<file path="src/rtl/pipe_stage_reg.sv">
// -----------------------------------------------------------------------------
// pipe_stage_reg
//   Parametrised pipeline stage register with a valid/ready handshake. It
//   replaces the hand-written inter-stage registers (IF/ID, ID/EX, EX/MEM,
//   MEM/WB). It holds a main slot, which drives out_*, and a skid slot. Because
//   the skid slot absorbs the beat in flight, in_ready can be a pure register.
//   A synchronous flush empties the stage and turns its output into a bubble.
//   On a bubble the control field is forced to zero, so downstream write
//   enables stay low.
//
// Optional feature
//   Define the macro PIPE_STAGE_REG_PERF_EN to build saturating performance
//   counters. If the macro is not defined, the perf ports stay in the port list
//   and are tied to zero.
//
// Parameters
//   CTRL_W  width of the control field (zeroed on bubbles)
//   DATA_W  width of the data field (holds its last value on bubbles)
//   PERF_W  width of each performance counter
//
// Ports
//   clk          rising-edge clock
//   reset        synchronous, active-high reset
//   in_valid     upstream beat present
//   in_ready     stage can accept a beat (registered)
//   in_ctrl      upstream control field
//   in_data      upstream data field
//   flush        discard all held and incoming beats this cycle
//   out_valid    downstream beat present (registered)
//   out_ready    downstream accepts the beat
//   out_ctrl     control field, 0 whenever out_valid = 0
//   out_data     data field, holds its last value when out_valid = 0
//   occupancy    number of beats held: 0, 1 or 2 (registered)
//   perf_stall   cycles with out_valid = 1 and out_ready = 0
//   perf_bubble  cycles with out_valid = 0 (reset cycles excluded)
//   perf_flush   number of flush cycles
// -----------------------------------------------------------------------------
module pipe_stage_reg #(
    parameter int CTRL_W = 10,
    parameter int DATA_W = 138,
    parameter int PERF_W = 32
) (
    input  logic              clk,
    input  logic              reset,
    input  logic              in_valid,
    output logic              in_ready,
    input  logic [CTRL_W-1:0] in_ctrl,
    input  logic [DATA_W-1:0] in_data,
    input  logic              flush,
    output logic              out_valid,
    input  logic              out_ready,
    output logic [CTRL_W-1:0] out_ctrl,
    output logic [DATA_W-1:0] out_data,
    output logic [1:0]        occupancy,
    output logic [PERF_W-1:0] perf_stall,
    output logic [PERF_W-1:0] perf_bubble,
    output logic [PERF_W-1:0] perf_flush
);

    // The state encoding is {main_valid, skid_valid}. 2'b01 is unreachable.
    typedef enum logic [1:0] {
        ST_EMPTY = 2'b00,
        ST_ONE   = 2'b10,
        ST_FULL  = 2'b11
    } state_t;

    state_t              state_r;
    state_t              state_s;
    logic                in_ready_r;
    logic [1:0]          occupancy_r;
    logic [CTRL_W-1:0]   main_ctrl_r;
    logic [DATA_W-1:0]   main_data_r;
    logic [CTRL_W-1:0]   skid_ctrl_r;
    logic [DATA_W-1:0]   skid_data_r;

    logic                acc_s;
    logic                pop_s;
    logic                load_main_in_s;
    logic                load_main_skid_s;
    logic                load_skid_s;
    logic                main_valid_s;
    logic                skid_valid_s;

    // Handshake qualifiers. Both depend only on registers and the partner's valid/ready.
    always_comb begin
        acc_s = in_valid & in_ready_r;
        pop_s = state_r[1] & out_ready;
    end

    // Next-state and slot-load selection. Flush overrides every transition.
    always_comb begin
        state_s          = state_r;
        load_main_in_s   = 1'b0;
        load_main_skid_s = 1'b0;
        load_skid_s      = 1'b0;
        case (state_r)
            ST_EMPTY: begin
                if (acc_s) begin
                    state_s        = ST_ONE;
                    load_main_in_s = 1'b1;
                end else begin
                    state_s = ST_EMPTY;
                end
            end
            ST_ONE: begin
                if (acc_s && pop_s) begin
                    state_s        = ST_ONE;
                    load_main_in_s = 1'b1;
                end else if (acc_s) begin
                    // The main slot is still occupied, so the new beat waits behind it.
                    state_s     = ST_FULL;
                    load_skid_s = 1'b1;
                end else if (pop_s) begin
                    state_s = ST_EMPTY;
                end else begin
                    state_s = ST_ONE;
                end
            end
            ST_FULL: begin
                if (pop_s) begin
                    state_s          = ST_ONE;
                    load_main_skid_s = 1'b1;
                end else begin
                    state_s = ST_FULL;
                end
            end
            default: begin
                state_s = ST_EMPTY;
            end
        endcase
        if (flush) begin
            // A beat accepted in this cycle is dropped, and a pop still completes downstream.
            state_s          = ST_EMPTY;
            load_main_in_s   = 1'b0;
            load_main_skid_s = 1'b0;
            load_skid_s      = 1'b0;
        end else begin
            state_s = state_s;
        end
    end

    // Slot valids that follow from the next state.
    always_comb begin
        main_valid_s = state_s[1];
        skid_valid_s = state_s[0];
    end

    // State, in_ready and occupancy registers. in_ready stays low while reset is asserted.
    always_ff @(posedge clk) begin
        if (reset) begin
            state_r     <= ST_EMPTY;
            in_ready_r  <= 1'b0;
            occupancy_r <= 2'b00;
        end else begin
            state_r     <= state_s;
            in_ready_r  <= ~skid_valid_s;
            occupancy_r <= {1'b0, main_valid_s} + {1'b0, skid_valid_s};
        end
    end

    // Main slot. The control field is cleared whenever the slot becomes a bubble.
    always_ff @(posedge clk) begin
        if (reset) begin
            main_ctrl_r <= {CTRL_W{1'b0}};
            main_data_r <= {DATA_W{1'b0}};
        end else if (load_main_in_s) begin
            main_ctrl_r <= in_ctrl;
            main_data_r <= in_data;
        end else if (load_main_skid_s) begin
            main_ctrl_r <= skid_ctrl_r;
            main_data_r <= skid_data_r;
        end else if (!main_valid_s) begin
            main_ctrl_r <= {CTRL_W{1'b0}};
            main_data_r <= main_data_r;
        end else begin
            main_ctrl_r <= main_ctrl_r;
            main_data_r <= main_data_r;
        end
    end

    // Skid slot. It captures the beat that is accepted while the main slot stalls.
    always_ff @(posedge clk) begin
        if (reset) begin
            skid_ctrl_r <= {CTRL_W{1'b0}};
            skid_data_r <= {DATA_W{1'b0}};
        end else if (load_skid_s) begin
            skid_ctrl_r <= in_ctrl;
            skid_data_r <= in_data;
        end else begin
            skid_ctrl_r <= skid_ctrl_r;
            skid_data_r <= skid_data_r;
        end
    end

    assign in_ready  = in_ready_r;
    assign out_valid = state_r[1];
    assign out_ctrl  = main_ctrl_r;
    assign out_data  = main_data_r;
    assign occupancy = occupancy_r;

`ifdef PIPE_STAGE_REG_PERF_EN
    logic [PERF_W-1:0] perf_stall_r;
    logic [PERF_W-1:0] perf_bubble_r;
    logic [PERF_W-1:0] perf_flush_r;

    // Saturating increment. The value sticks at all-ones.
    function automatic logic [PERF_W-1:0] sat_inc(input logic [PERF_W-1:0] v);
        if (v == {PERF_W{1'b1}}) begin
            return v;
        end else begin
            return v + {{(PERF_W-1){1'b0}}, 1'b1};
        end
    endfunction

    // Performance counters. Only reset clears them, and reset cycles are not counted.
    always_ff @(posedge clk) begin
        if (reset) begin
            perf_stall_r  <= {PERF_W{1'b0}};
            perf_bubble_r <= {PERF_W{1'b0}};
            perf_flush_r  <= {PERF_W{1'b0}};
        end else begin
            perf_stall_r  <= (state_r[1] && !out_ready) ? sat_inc(perf_stall_r) : perf_stall_r;
            perf_bubble_r <= (!state_r[1]) ? sat_inc(perf_bubble_r) : perf_bubble_r;
            perf_flush_r  <= flush ? sat_inc(perf_flush_r) : perf_flush_r;
        end
    end

    assign perf_stall  = perf_stall_r;
    assign perf_bubble = perf_bubble_r;
    assign perf_flush  = perf_flush_r;
`else
    assign perf_stall  = {PERF_W{1'b0}};
    assign perf_bubble = {PERF_W{1'b0}};
    assign perf_flush  = {PERF_W{1'b0}};
`endif

endmodule

</file>
<file path="config.mk">
export PLATFORM = sky130hd
export DESIGN_NAME = pipe_stage_reg
export DESIGN_NICKNAME = d
export VERILOG_FILES = /design/src/rtl/pipe_stage_reg.sv
export SDC_FILE = /design/constraint.sdc
export NUM_CORES = 1
export LEC_CHECK = 0
export CAP_MARGIN = 20
export CELL_PAD_IN_SITES_DETAIL_PLACEMENT = 1
export CELL_PAD_IN_SITES_GLOBAL_PLACEMENT = 2
export CORE_ASPECT_RATIO = 1.4
export CORE_MARGIN = 2
export CORE_UTILIZATION = 29
export DETAILED_ROUTE_END_ITERATION = 6
export PLACE_DENSITY_LB_ADDON = 0.15
export RECOVER_POWER = 25
export SYNTH_ARGS = -nofsm -noshare
export SYNTH_HDL_FRONTEND = slang
export SYNTH_SLANG_ARGS = --single-unit
</file>
<file path="constraint.sdc">
create_clock -name clk -period 4.4 [get_ports clk]
set_input_delay 0.44 -clock clk [delete_from_list [all_inputs] [get_ports clk]]
set_output_delay 0.44 -clock clk [all_outputs]
set_load 0.02 [all_outputs]
</file>
==> Word-level counts from Yosys, hierarchy flattened <==
Index checks and enable logic that the tools add are counted.
Widths: inputs -> output; s select.
{ "totals": {"latchBits": 0, "romBits": 0, "mem_count": 0, "output_inout_bits": 248, "mem_bits_rw": 0, "register_bits": 301} }
{ "op_classes": {"reduce_logical": 3, "bitwise_logic": 3, "n_eq_ne": 3, "n_shift": 0, "n_div": 0, "mul": 0, "muxes": 22, "n_lt_le_gt_ge": 0, "addsub": 1} }
{ "op_table": {"columns": ["op", "n"], "rows": [
  ["$mux 138", 2],
  ["$mux 10", 3],
  ["$mux 1", 10],
  ["$mux 2", 5],
  ["$pmux 2 s3", 1],
  ["$eq 2x2->1 const B", 2],
  ["$ne 3x1->1 const B", 1],
  ["$add 1x1->2", 1],
  ["$and 1x1->1", 2],
  ["$logic_not 2->1", 1],
  ["$pmux 1 s2", 1],
  ["$reduce_bool 2->1", 1],
  ["$logic_and 1x1->1", 1],
  ["$not 1->1", 1]
]} }

==> Logic depth before layout (Yosys ltp) <==
Gate-level depths: netlist (run 1).
{ "depth": {"depth_word": 9, "ltp_mapped": 6, "depth_no_buf": 5} }

==> Worst setup path after synthesis (run 1) <==
Ideal clock, no wire load.
{ "synth_timing": {"path_kind": "input to register", "start": "in flush", "end": "reg occupancy_r[0], in the netlist occupancy[0]", "stages": 6, "setup_ps": 127, "arrival_time_ps": 1764, "n_path_buf": 2, "slack_ps": 2509, "cell_sequence": "buf_2 -> or3b_2 -> clkbuf_1 -> nor2_1 -> ha_1 -> nor2b_1"} }
{ "synth_via": {"elab_chain_len": 2} }
{ "synth_rtl": {"columns": ["element", "line_no", "text"], "rows": [
  ["start, declared", "49", "input logic flush,"],
  ["$mux 2", "131", "if (flush) begin"],
  ["named net state_s[0]", "68", "state_t state_s;"],
  ["$add 1x1->2", "157", "occupancy_r <= {1'b0, main_valid_s} + {1'b0, skid_valid_s};"],
  ["end signal, assigned", "157", null],
  ["end, declared", "70", "logic [1:0] occupancy_r;"]
]} }
The timed path passes the listed nets, and every way through them passes these cells.
A chain may end at the register's enable or synchronous reset.

==> Worst setup path after layout (run 1) <==
{ "layout_timing": {"start": "reg state_r[0]", "end": "reg main_data_r[79], in the netlist out_data[79]"} }
{ "layout_via": {"elab_chain_len": 4, "word_cells_on_any_way": 9, "cone_classes": "2 x eq/ne; 5 x mux; 2 x reduce/logical"} }
{ "layout_rtl": {"columns": ["element", "line_no", "text"], "rows": [
  ["start, declared", "67", "state_t state_r;"],
  ["start signal, assigned", "155", "state_r <= state_s;"],
  ["$eq 2x2->1 / $logic_not 2->1 (equally long branches)", "96", "case (state_r)"],
  ["$pmux 1 s2 / $mux 1 (equally long branches)", "96", null],
  ["$mux 1", "131", null],
  ["$mux 138 / $reduce_bool 2->1 (equally long branches)", null, null],
  ["end signal, assigned", "165", "main_data_r <= {DATA_W{1'b0}};"],
  ["end signal, assigned", "168", "main_data_r <= in_data;"],
  ["end signal, assigned", "171", "main_data_r <= skid_data_r;"],
  ["end, declared", "72", "logic [DATA_W-1:0] main_data_r;"]
]} }
Parallel ways exist; a longest one is shown, timed or not.

==> impl_metrics.env, run 1 <==
export IMPL_clk_latency_ns=0.53
export IMPL_via_count=13470
export IMPL_r2r_end="out_data[79]$_SDFFE_PP0P_"
export IMPL_power_per_cell_area_nw_per_um2=384.7
export IMPL_ys_seq_area_share_pct=45.25
export IMPL_clkPwrFrac_pct=45.8
export IMPL_netlist_instances=1652
export IMPL_cap_violations=0
export IMPL_grt_pass1_vias=14100
export IMPL_seqPwrFrac_pct=42.1
export IMPL_fin_skew_ns=0.01623
export IMPL_io_buffer_count=304
export IMPL_wl_met1_um=23620
export IMPL_wl_met3_um=2700
export IMPL_clk_pin_slew_ns=0.06
export IMPL_start_util_pct=29.44
export IMPL_cts_resized=0
export IMPL_hp_class="flop to flop"
export IMPL_io_pins=401
export IMPL_max_vdd_ir_drop_v=0.0002123
export IMPL_worstReg2RegStart="state_r[0]$_SDFF_PP0_"
export IMPL_synth_edf_count=0
export IMPL_p_int_mw=5.006
export IMPL_synth_flop_cell="dfxtp_1"
export IMPL_slew_viol_final=0
export IMPL_finalWorstSetupSlack_ns=1.918
export IMPL_grt_pass1_wl_um=84830
export IMPL_r2r_slack_ns=1.92
export IMPL_grt_overflow_total=0
export IMPL_crit_type="flop to flop"
export IMPL_setup_viol=0
export IMPL_dp_worst_setup_slack_ns=1.416
export IMPL_period_needed_ns=2.482
export IMPL_max_freq_mhz=402.9
export IMPL_fp_dieArea_um2=47670
export IMPL_postCtsHoldBufs=0
export IMPL_post_route_util_pct=38.87
export IMPL_hold_violations=0
export IMPL_yosys_warnings=0
export IMPL_holdWs_ns=0.4579
export IMPL_cp_required_ns=4.84
export IMPL_synth_cell_types=29
export IMPL_htreeDepth=2
export IMPL_dr_pass1_iters=4
export IMPL_async_flop_share_pct=0
export IMPL_cts_buffers=35
export IMPL_die_w_um=185.1
export IMPL_p_sw_share_pct=26.00
export IMPL_via_per_inst=5.480
export IMPL_syn_avg_cell_area_um2=8.061
export IMPL_synthTopCellsByArea="dfxtp_1, o41ai_1, nand2_1"
export IMPL_grt_max_degree=149
export IMPL_die_y_um=257.5
export IMPL_p_comb_share_pct=12.1
export IMPL_postCtsSetupBuffers=0
export IMPL_fin_crit_sh_pct=56.41
export IMPL_crit_path_start="state_r[0]$_SDFF_PP0_"
export IMPL_syn_area_um2=13320
export IMPL_antenna_found_initial=4
export IMPL_r2r_cells=5
export IMPL_path_max_fanout=62
export IMPL_tightest_slew_ns=1.021
export IMPL_drc_errors=0
export IMPL_rows=92
export IMPL_clock_sinks=301
export IMPL_drive_gt1_share_pct=5.637
export IMPL_drt_iter0_markers=818
export IMPL_p_switching_mw=1.759
export IMPL_cts_root_buffer="clkbuf_16"
export IMPL_core_um2=45240
export IMPL_arrival_ns=2.92
export IMPL_yosysTopAreaCell="dfxtp_1"
export IMPL_ys_ff_latch=301
export IMPL_setup_tns_final_ns=0
export IMPL_synth_top_area_share_pct=45.25
export IMPL_ant_nets=0
export IMPL_area_growth_pct=32.05
export IMPL_globalplace_congestion=0.7197
export IMPL_nNetsFinal=1976
export IMPL_endpoint="out_data[79]$_SDFFE_PP0P_"
export IMPL_cts_buffer_depth=3
export IMPL_route_top_layer_used="met5"
export IMPL_slew_headroom_pct=31.90
export IMPL_dp_cells=2396
export IMPL_hpwl_um=30880
export IMPL_final_cell_count_no_fill=2457
export IMPL_wl_um=55200
export IMPL_end_kind="flop"
export IMPL_cts_tree="built"
export IMPL_start_kind="flop"
export IMPL_leakagePower_nw=5.954
export IMPL_track_usage_pct=22.60
export IMPL_status="completed"
export IMPL_wl_per_cell_um=22.47
export IMPL_met2_length_um=27150
export IMPL_grt_setup_unrepaired="no"
==> final cells by class <==
type / count / area (µm²)
clock buffers: 49 / 1051
clock inverters: 11 / 157.7
multi-input cells: 1152 / 6186
flip-flops and latches: 301 / 6026
inverters: 2 / 10.01
well taps: 611 / 764.5
diodes: 1 / 2.502
fillers: 5296 / 27650
repair buffers: 330 / 3387
==> Yosys cell counts (all sizes together), types with 2 or more instances <==
cell type	n
o221a	10
o21ai	149
inv	2
nand2	286
buf	145
o41ai	138
nor2b	4
nor2	2
nor4b	10
clkbuf	147
a31oi	138
a21oi	160
nand3	148
dfxtp	301
==> worst max-delay path, cell delays in order (launching register included) <==
cell and delay, ns:
dfxtp_1 0.30, buf_4 0.20, nand3b_4 0.59, or3_4 0.61, buf_4 0.36, a31oi_1 0.26
==> cells by family (layout without fill, tap and decap cells) <==
| logic type | after synthesis | in the layout | synth area share, % |
|---|---|---|---|
| other | 1 | 97 | 0.02816 |
| buffers and inverters | 294 | 392 | 11.36 |
| adders and majority gates | 1 | 1 | 0.09394 |
| and+or+nand+nor | 459 | 459 | 15.19 |
| DFF | 301 | 301 | 45.25 |
| AOI/OAI and AO/OA | 596 | 596 | 28.07 |
==> power by group through the flow <==
stage               registers, mW  clock network (mW)  logic (mW)
global placement             2.91                   0       0.834
detailed placement           2.91                   0       0.837
floorplan                    2.98                   0       0.388
CTS                          2.85                3.18       0.840
finish                       2.85                3.10       0.819
global route                 2.86                3.29       0.875
==> worst min path at each step <==
stage	startpoint	end	slack [ns]	cells past startpoint
final	skid_data_r[45]$_SDFFE_PP0P_	out_data[45]$_SDFFE_PP0P_	0.46	2
after global routing	skid_data_r[137]$_SDFFE_PP0P_	out_data[137]$_SDFFE_PP0P_	0.48	2
after CTS	skid_data_r[45]$_SDFFE_PP0P_	out_data[45]$_SDFFE_PP0P_	0.46	2
after detailed placement	skid_data_r[11]$_SDFFE_PP0P_	out_data[11]$_SDFFE_PP0P_	0.46	2
after global placement	skid_data_r[125]$_SDFFE_PP0P_	out_data[125]$_SDFFE_PP0P_	0.45	2
after floorplan	skid_data_r[117]$_SDFFE_PP0P_	out_data[117]$_SDFFE_PP0P_	0.44	2
==> flip-flops by register name, summed over array words and instances (netlist names) <==
register	cells
occupancy	2
out_ctrl	10
state_r	2
out_data	138
in_ready	1
skid_ctrl_r	10
skid_data_r	138
==> per-stage QoR <==
stage          area, µm²  power, mW
6_report           17580      6.765
3_5_place_dp       16370      3.751
3_3_place_gp       16370      3.748
4_1_cts            17580      6.869
2_1_floorplan      13670      3.364
5_1_grt            17580      7.022
==> cell usage in the layout, fill, tap and decap left out, drive strengths merged <==
cell type      Yosys  layout
diode              0       1
clkdlybuf4s50      0     191
bufinv             0       4
buf              145      28
o21ai            149     149
a211oi             1       1
nor2               2       2
and4bb             1       1
nand3            148     148
nand3b             1       1
nand4b             1       1
nand4bb            1       1
conb               1      96
nor4b             10      10
nand2            286     286
and4b              1       1
ha                 1       1
nor3               1       1
nand2b             1       1
or3                1       1
dlygate4sd3        0     111
o221a             10      10
clkbuf           147      49
clkinvlp           0       1
inv                2       2
o41ai            138     138
nor2b              4       4
a21oi            160     160
dfxtp            301     301
a31oi            138     138
or3b               1       1
clkinv             0       6
==> metal layers <==
metal / vias to the layer above / GRT usage [%]
li1: 6191 / -
met1: 6773 / 27.95
met2: 409 / 39.47
met3: 86 / 3.638
met4: 6 / 7.914
met5: - / 0
No activity file was read; power rests on OpenSTA's default activity.
==> inputs of run 2 (changes only) <==
--- a/config.mk
+++ b/config.mk
@@ -10,7 +10,7 @@
 export CELL_PAD_IN_SITES_GLOBAL_PLACEMENT = 2
 export CORE_ASPECT_RATIO = 1.4
 export CORE_MARGIN = 2
-export CORE_UTILIZATION = 29
+export CORE_UTILIZATION = 24
 export DETAILED_ROUTE_END_ITERATION = 6
 export PLACE_DENSITY_LB_ADDON = 0.15
 export RECOVER_POWER = 25
==> constraint.sdc (replaced) <==
create_clock -name clk -period 2.15 [get_ports clk]
set_input_delay 0.215 -clock clk [delete_from_list [all_inputs] [get_ports clk]]
set_output_delay 0.215 -clock clk [all_outputs]
set_load 0.02 [all_outputs]
==> impl_metrics.env, run 2 (synthesized netlist as in run 1, its figures left out) <==
export IMPL_status="completed"
export IMPL_cts_tree="built"
export IMPL_layout_commonest_cell="dfxtp_1"
export IMPL_hpwl_um=35060
export IMPL_via_count=13500
export IMPL_end_kind="output pin"
export IMPL_grt_max_degree=91
export IMPL_multiInputGateArea_um2=6170
export IMPL_placed_cell_area_um2=17070
export IMPL_leakagePower_nw=5.851
export IMPL_setup_viol=0
export IMPL_postCtsSetupBuffers=0
export IMPL_clk_pin_slew_ns=0.06
export IMPL_setup_tns_final_ns=0
export IMPL_clock_sinks=301
export IMPL_wl_per_cell_um=22.41
export IMPL_via_per_inst=5.175
export IMPL_area_growth_pct=36.43
export IMPL_drive_gt1_share_pct=6.865
export IMPL_arrival_ns=1.73
export IMPL_start_kind="flop"
export IMPL_fin_skew_ns=0.01083
export IMPL_seqCellArea_um2=6026
export IMPL_core_um2=55130
export IMPL_grt_overflow_total=0
export IMPL_stdcell_area_um2=18170
export IMPL_slew_viol_final=0
export IMPL_path_max_fanout=5
export IMPL_clk_latency_ns=0.52
export IMPL_antenna_found_initial=2
export IMPL_final_cell_count_no_fill=2608
export IMPL_htreeDepth=2
export IMPL_cts_buffer_depth=3
export IMPL_max_freq_mhz=513.6
export IMPL_hold_violations=0
export IMPL_wl_um=58440
export IMPL_grt_pass1_wl_um=87720
export IMPL_cts_root_buffer="clkbuf_16"
export IMPL_fillers=6455
export IMPL_finalWorstSetupSlack_ns=0.2030
export IMPL_power_per_cell_area_nw_per_um2=746.6
export IMPL_die_w_um=203.1
export IMPL_ant_nets=0
export IMPL_grt_pass1_vias=13560
export IMPL_rows=102
export IMPL_cap_violations=0
export IMPL_tightest_slew_ns=0.7592
export IMPL_crit_type="flop to output pin"
export IMPL_fin_crit_sh_pct=90.56
export IMPL_slew_headroom_pct=49.39
export IMPL_fp_dieArea_um2=57410
export IMPL_globalplace_congestion=0.7232
export IMPL_start_util_pct=24.15
export IMPL_dp_worst_setup_slack_ns=0.1096
export IMPL_track_usage_pct=19.50
export IMPL_io_buffer_count=304
export IMPL_cp_required_ns=1.93
export IMPL_dp_cells=2544
export IMPL_grt_setup_unrepaired="no"
export IMPL_dr_pass1_iters=5
export IMPL_p_total_mw=13.56
export IMPL_hp_class="input pin to flop"
export IMPL_cts_buffers=35
export IMPL_die_y_um=282.7
export IMPL_period_needed_ns=1.947
export IMPL_drc_errors=0
export IMPL_final_cell_mix="dfxtp_1, clkdlybuf4s50_1, nand2_1"
export IMPL_max_vdd_ir_drop_v=0.0003697
export IMPL_io_pins=401
export IMPL_nNetsFinal=2008
export IMPL_drt_iter0_markers=616
==> run 2: cell types whose count changed in the layout (fill, tap and decap cells not counted), moves of 3 or more <==
cell	previous run	this run
clkinv_2	6	9
dlygate4sd3_1	111	4
clkdlybuf4s50_1	191	299
buf_4	15	18
buf_12	12	36
bufinv_16	4	1
clkbuf_1	4	10
==> run 2: metal layers <==
layer  share of wire, %  up-vias  global-route usage [%]
met3                4.7       63                   2.745
met2                 48      406                   32.54
met4                2.1        2                   5.334
met5              0.027        -                       0
li1                   -     6267                       -
met1                 45     6759                   26.30
==> run 2: worst paths after layout <==
| check | slack, ns | to | cells after the start | start |
|---|---|---|---|---|
| worst min-delay path | 0.17 | out_data[8]$_SDFFE_PP0P_ | 3 | flush |
| worst max register to register | 0.21 | out_data[112]$_SDFFE_PP0P_ | 4 | state_r[0]$_SDFF_PP0_ |
| worst max-delay path | 0.20 | out_valid | 2 | state_r[1]$_SDFF_PP0_ |
| worst min register to register | 0.46 | out_data[119]$_SDFFE_PP0P_ | 2 | skid_data_r[119]$_SDFFE_PP0P_ |
==> run 2: timing repair <==
| action | CTS | global route |
|---|---|---|
| hold endpoints to repair | 1 | 0 |
| gates resized for setup | 0 | 0 |
| endpoints found under the setup margin | 0 | 0 |
| hold buffers | 1 | 0 |
==> run 2: cell type report <==
cell class / count / area share [%]
Multi-Input combinational cell: 1152 / 33.96
Sequential cell: 301 / 33.17
Timing Repair Buffer: 362 / 21.64
Clock buffer: 52 / 5.737
Tap cell: 728 / 5.014
Clock inverter: 10 / 0.4132
Inverter: 2 / 0.05510
Antenna cell: 1 / 0.01377
==> run 2: worst max-delay path: stages, from the launching register on <==
cell	delay [ns]
dfxtp_1	0.39
buf_4	0.20
clkdlybuf4s50_1	0.62
==> run 2: through the flow <==
step           util (%)  hold WS [ns]
6_report          32.95        0.1684
5_1_grt           32.95        0.1909
4_1_cts           33.00        0.1311
3_5_place_dp      30.96        0.4444
3_3_place_gp      30.96        0.4440
2_1_floorplan         -        0.3627
==> run 2: power by group <==
group,internal (mW),switching [mW]
logic,0.710,1.06
clock network,3.47,2.48
registers,5.73,0.111
total,9.91,3.65
==> inputs of run 3 (changes only) <==
--- a/config.mk
+++ b/config.mk
@@ -14,6 +14,7 @@
 export DETAILED_ROUTE_END_ITERATION = 6
 export PLACE_DENSITY_LB_ADDON = 0.15
 export RECOVER_POWER = 25
+export SLEW_MARGIN = 20
 export SYNTH_ARGS = -nofsm -noshare
 export SYNTH_HDL_FRONTEND = slang
 export SYNTH_SLANG_ARGS = --single-unit
==> results of run 3 <==
Same layout as run 2: the final DEF is identical, and so are final timing and power.
==> variant 1, RTL diff (settings of run 3) <==
Set the parameter `PERF_W` to 48 (it was 32).
--- a/src/rtl/pipe_stage_reg.sv
+++ b/src/rtl/pipe_stage_reg.sv
@@ -38,7 +38,7 @@
 module pipe_stage_reg #(
     parameter int CTRL_W = 10,
     parameter int DATA_W = 138,
-    parameter int PERF_W = 32
+    parameter int PERF_W = 48
 ) (
     input  logic              clk,
     input  logic              reset,
Interface: changed (resized perf_bubble, perf_flush and perf_stall); port bits go from 401 to 449. No check against the original RTL was run, so the function may have changed too.
==> variant 1 against run 3 <==
  * Synthesized cell count is 2.9% higher
  * Wire length barely moved
  * Final area up 0.85%
  * Sequential power hardly changed
  * Area after synthesis grew 2.7%
  * Worst setup slack got worse by 0.024 ns
  * Register-to-register slack is essentially flat
  * Maximum frequency decreased by 1.2%
  * Clock power shrank 0.8%
  * Critical path depth shrank 1
  * Non-clock buffer count fell by 3
  * Total power barely moved
  * Sequential cell count is the same
  * Critical endpoint unchanged
  * Count of clock-buffer cells in the layout rose by 4
  * Highest routed layer is now met4
==> variant 1: results (changes against run 3) <==
* Layout Nets at 2053 (+2.2%)
* Vias in the first global route at 14200 (+4.7%)
* Area of the multi-input gates at 6360 um^2 (+3.0%)
* First-pass GRT wire length at 88800 um (+1.3%)
* Crit path DAT at 1.76 ns (+0.03 ns)
* Pre-Repair DR Iteration Count at 4 (-1)
* Signal buffers at 359 (-0.83%)
* Comb_multi_in at 1200 (+4.2%)
* Area grow syn2layout at 34.0%
* Synth area leaders: dfxtp_1 (44%), o41ai_1 (8.8%), buf_4 (7.9%)
* Compound-cell area share of the yosys netlist at 27.3% (-0.74 points)
* Peak supply drop at 0.425 mV (+15%)
* Fillers at 6588 (+2.1%)
* Finished Layout Cells at 2660 (+2.0%)
* Outcome: finished, final reports clean
* Crit path buf inv count at 1 (-1)
* DP HPWL at 35600 um (+1.4%)
* Worst slack at placement at 0.0910 ns (-0.0187 ns)
* Worst Hold Depth at 2 (-1)
* Clock-cell share of area at 6.02% (-0.13 points)
* Sw frac at 27.2% (+0.30 points)
* Clk pwr share at 43.6% (-0.3 points)
* Gr usage total at 19.3% (-0.23 points)
* Routability cong. at 0.720 (-0.43%)
* Lkg Pwr at 6.14 nW (+4.9%)
* Post-route design area at 18300 um^2 (+0.85%)
* Cells after synthesis at 1700 (+2.9%)
* Sequential area share after synthesis at 44.1% (-1.2 points)
* Clock skew at 0.0138 ns (+0.00296 ns)
* Slew @ Worst Pin at 0.823 ns (+0.0635 ns)
* Initial antenna violation count at 1 (-1)
* Proportion of layout cells with a drive suffix above 1 at 6.44% (-0.42 points)
## variant 1: cell types whose count changed in the layout (fill, tap and decap cells not counted), sizes merged
cell | run 3 | this run
clkbuf | 54 | 58
buf | 57 | 55
clkinv | 9 | 5
dlygate4sd3 | 4 | 58
conb | 96 | 144
clkdlybuf4s50 | 299 | 244
## variant 1: worst paths after layout
| kind | slack [ns] | endpoint | start |
|---|---|---|---|
| worst min register to register | 0.47 | out_data[130] | skid_data_r[130] |
| worst max register to register | 0.21 | skid_data_r[125] | state_r[1] |
| worst max-delay path | 0.18 | out_valid | state_r[1] |
| worst min-delay path | 0.02 | skid_data_r[39] | reset |
## variant 1: layer usage
metal | GRT usage [%] | vias up | routed length, um
li1 | - | 6307 | -
met1 | 24.9 | 6742 | 25500
met2 | 33.3 | 437 | 28800
met3 | 2.71 | 67 | 2980
met4 | 5.22 | 0 | 1240
met5 | 0 | - | 0
==> variant 2, RTL diff (config.mk and constraints of run 3) <==
Without the edit above. Add a define of `PIPE_STAGE_REG_PERF_EN`.
--- a/src/rtl/pipe_stage_reg.sv
+++ b/src/rtl/pipe_stage_reg.sv
@@ -35,6 +35,8 @@
 //   perf_bubble  cycles with out_valid = 0 (reset cycles excluded)
 //   perf_flush   number of flush cycles
 // -----------------------------------------------------------------------------
+`define PIPE_STAGE_REG_PERF_EN
+
 module pipe_stage_reg #(
     parameter int CTRL_W = 10,
     parameter int DATA_W = 138,
Formal check against the unedited RTL: not equivalent (Yosys sat finds a counterexample within 4 cycles, from zero or initial values and one cycle with reset high).
==> variant 2 against run 3 <==
  * Via count grew 19%
  * Wire length grew 9.9%
  * Count of clock-buffer cells in the layout grew 19
  * Die area grew 19%
  * Area after synthesis grew 19%
  * Final area grew 30%
  * Total power grew 23%
  * Worst setup slack lost 0.13 ns
  * Sequential cell count grew 96
  * Combinational power shrank 33%
==> variant 2: results (changes against run 3) <==
* DP HPWL at 44600 um (+27%)
* Routed len/inst at 19.6 um (-13%)
* Finished Layout Cells at 3278 (+26%)
* Outcome: finished, final reports clean
* Most frequent cells after synthesis: nand2_1 (469), dfxtp_1 (397), a21oi_1 (333)
* Cells after synthesis at 1938 (+17%)
* Gr usage total at 18.2% (-1.3 points)
* Slew @ Worst Pin at 0.905 ns (+0.146 ns)
* Largest net degree at the start of global routing at 88 (-3.3%)
* Placed cells at 3184 (+25%)
* Layout Nets at 2547 (+27%)
* Fillers at 7651 (+19%)
* Synthesized Nets at between 2000 and 2500
* First-pass GRT wire length at 98700 um (+13%)
* Lkg Pwr at 8.16 nW (+39%)
* Sequential area share after synthesis at 50.2% (+4.9 points)
* Crit-path max FO at 4 (-1)
* Clock skew at 0.0233 ns (+0.0125 ns)
* Clk Latency, worst-skew pair at 0.58 ns (+0.06 ns)
* Proportion of layout cells with a drive suffix above 1 at 11.8% (+5.0 points)
* Initial DRC count at 695 (+13%)
* Vias per std cell at 4.90 (-5.3%)
* Initial antenna violation count at 13 (+11)
* Synth area leaders: dfxtp_1 (50%), nand2_1 (11%), a21oi_1 (11%)
* Yosys cell types at 48 (+66%)
* Buffers added on ports at 400 (+32%)
* Routability cong. at 0.787 (+8.8%)
* Synth warn at 0 (unchanged)
* Vias in the first global route at 16500 (+22%)
* Number of buffers created by CTS at 46 (+31%)
* Crit path DAT at 2.58 ns (+0.85 ns)
* Worst hold path class: input pin to register
* Peak supply drop at 0.585 mV (+58%)
variant 2: cell count changes in the layout (fill, tap and decap cells not counted), sizes merged, moves of 39 or more:
| cell | delta |
|---|---|
| a31oi | -131 |
| o41ai | -138 |
| buf | +88 |
| conb | -96 |
| nor2 | +76 |
| o21ai | -118 |
| nand3 | -111 |
| nand4 | +39 |
| dfxtp | +96 |
| nand2 | +183 |
| a22oi | +138 |
| dlygate4sd3 | +133 |
| a21oi | +173 |
variant 2: critical path, cell delays in order, from the launching register on:
cell	delay [ns]
dfxtp_4	0.37
nand4_4	0.11
or4_4	0.55
or4_4	0.53
or3_1	0.33
a21oi_1	0.13
variant 2: cell type report:
| type | instances | share of cell area [%] |
|---|---|---|
| antenna | 4 | 0.0425 |
| inverter | 16 | 0.255 |
| timing repair buffer | 550 | 23.3 |
| sequential | 397 | 33.9 |
| clock buffer | 71 | 5.89 |
| tap | 847 | 4.50 |
| multi-input combinational | 1379 | 31.5 |
| clock inverter | 14 | 0.526 |
variant 2: kinds of logic after synthesis:
group	share of synthesized area [%]
mux	0.901
compound gates	21.2
xor+xnor	1.60
fa+ha+maj	0.316
simple gates	21.9
buf+inv	3.86
flops	50.2
variant 2: through the flow:
step	util (%)	cell area [um^2]	hold slack, ns	power [W]	setup WS, ns
final	36.0	23600	0.0616	0.0166	0.0682
after global routing	36.0	23500	0.0860	0.0173	0.00180
after CTS	35.9	23500	0.0684	0.0170	0.00465
after detailed placement	33.5	21900	0.448	0.00892	-0.133
after global placement	33.5	21900	0.442	0.00890	-0.0585
after floorplan	-	15900	0.351	0.00812	-0.0602
variant 2: path summary, 6_finish.rpt:
check             startpoint         endpoint  slack [ns]  depth (start not counted)
min reg2reg     out_data[55]     out_data[55]        0.45                          2
max          perf_bubble[21]  perf_bubble[27]        0.07                          5
max reg2reg  perf_bubble[21]  perf_bubble[27]        0.07                          5
min                    reset      out_ctrl[8]        0.06                          2
variant 2: what timing repair did:
action                                  CTS  global route
endpoints found under the setup margin    2            64
setup buffers                             1             3
pin swaps                                 3             5
resized for setup                         4            20
cloned                                    0             1
variant 2: metal layers:
| layer | vias up | GRT usage [%] | wire [um] |
|---|---|---|---|
| met3 | 101 | 5.34 | 4230 |
| met5 | - | 0 | 126 |
| li1 | 7737 | - | - |
| met4 | 18 | 5.10 | 1600 |
| met2 | 348 | 31.8 | 31500 |
| met1 | 7857 | 21.5 | 26700 |
variant 2: power by group:
group	switching (W)	internal [W]
registers	0.0000633	0.00746
logic	0.000637	0.000555
clock network	0.00327	0.00467
total	0.00397	0.0127
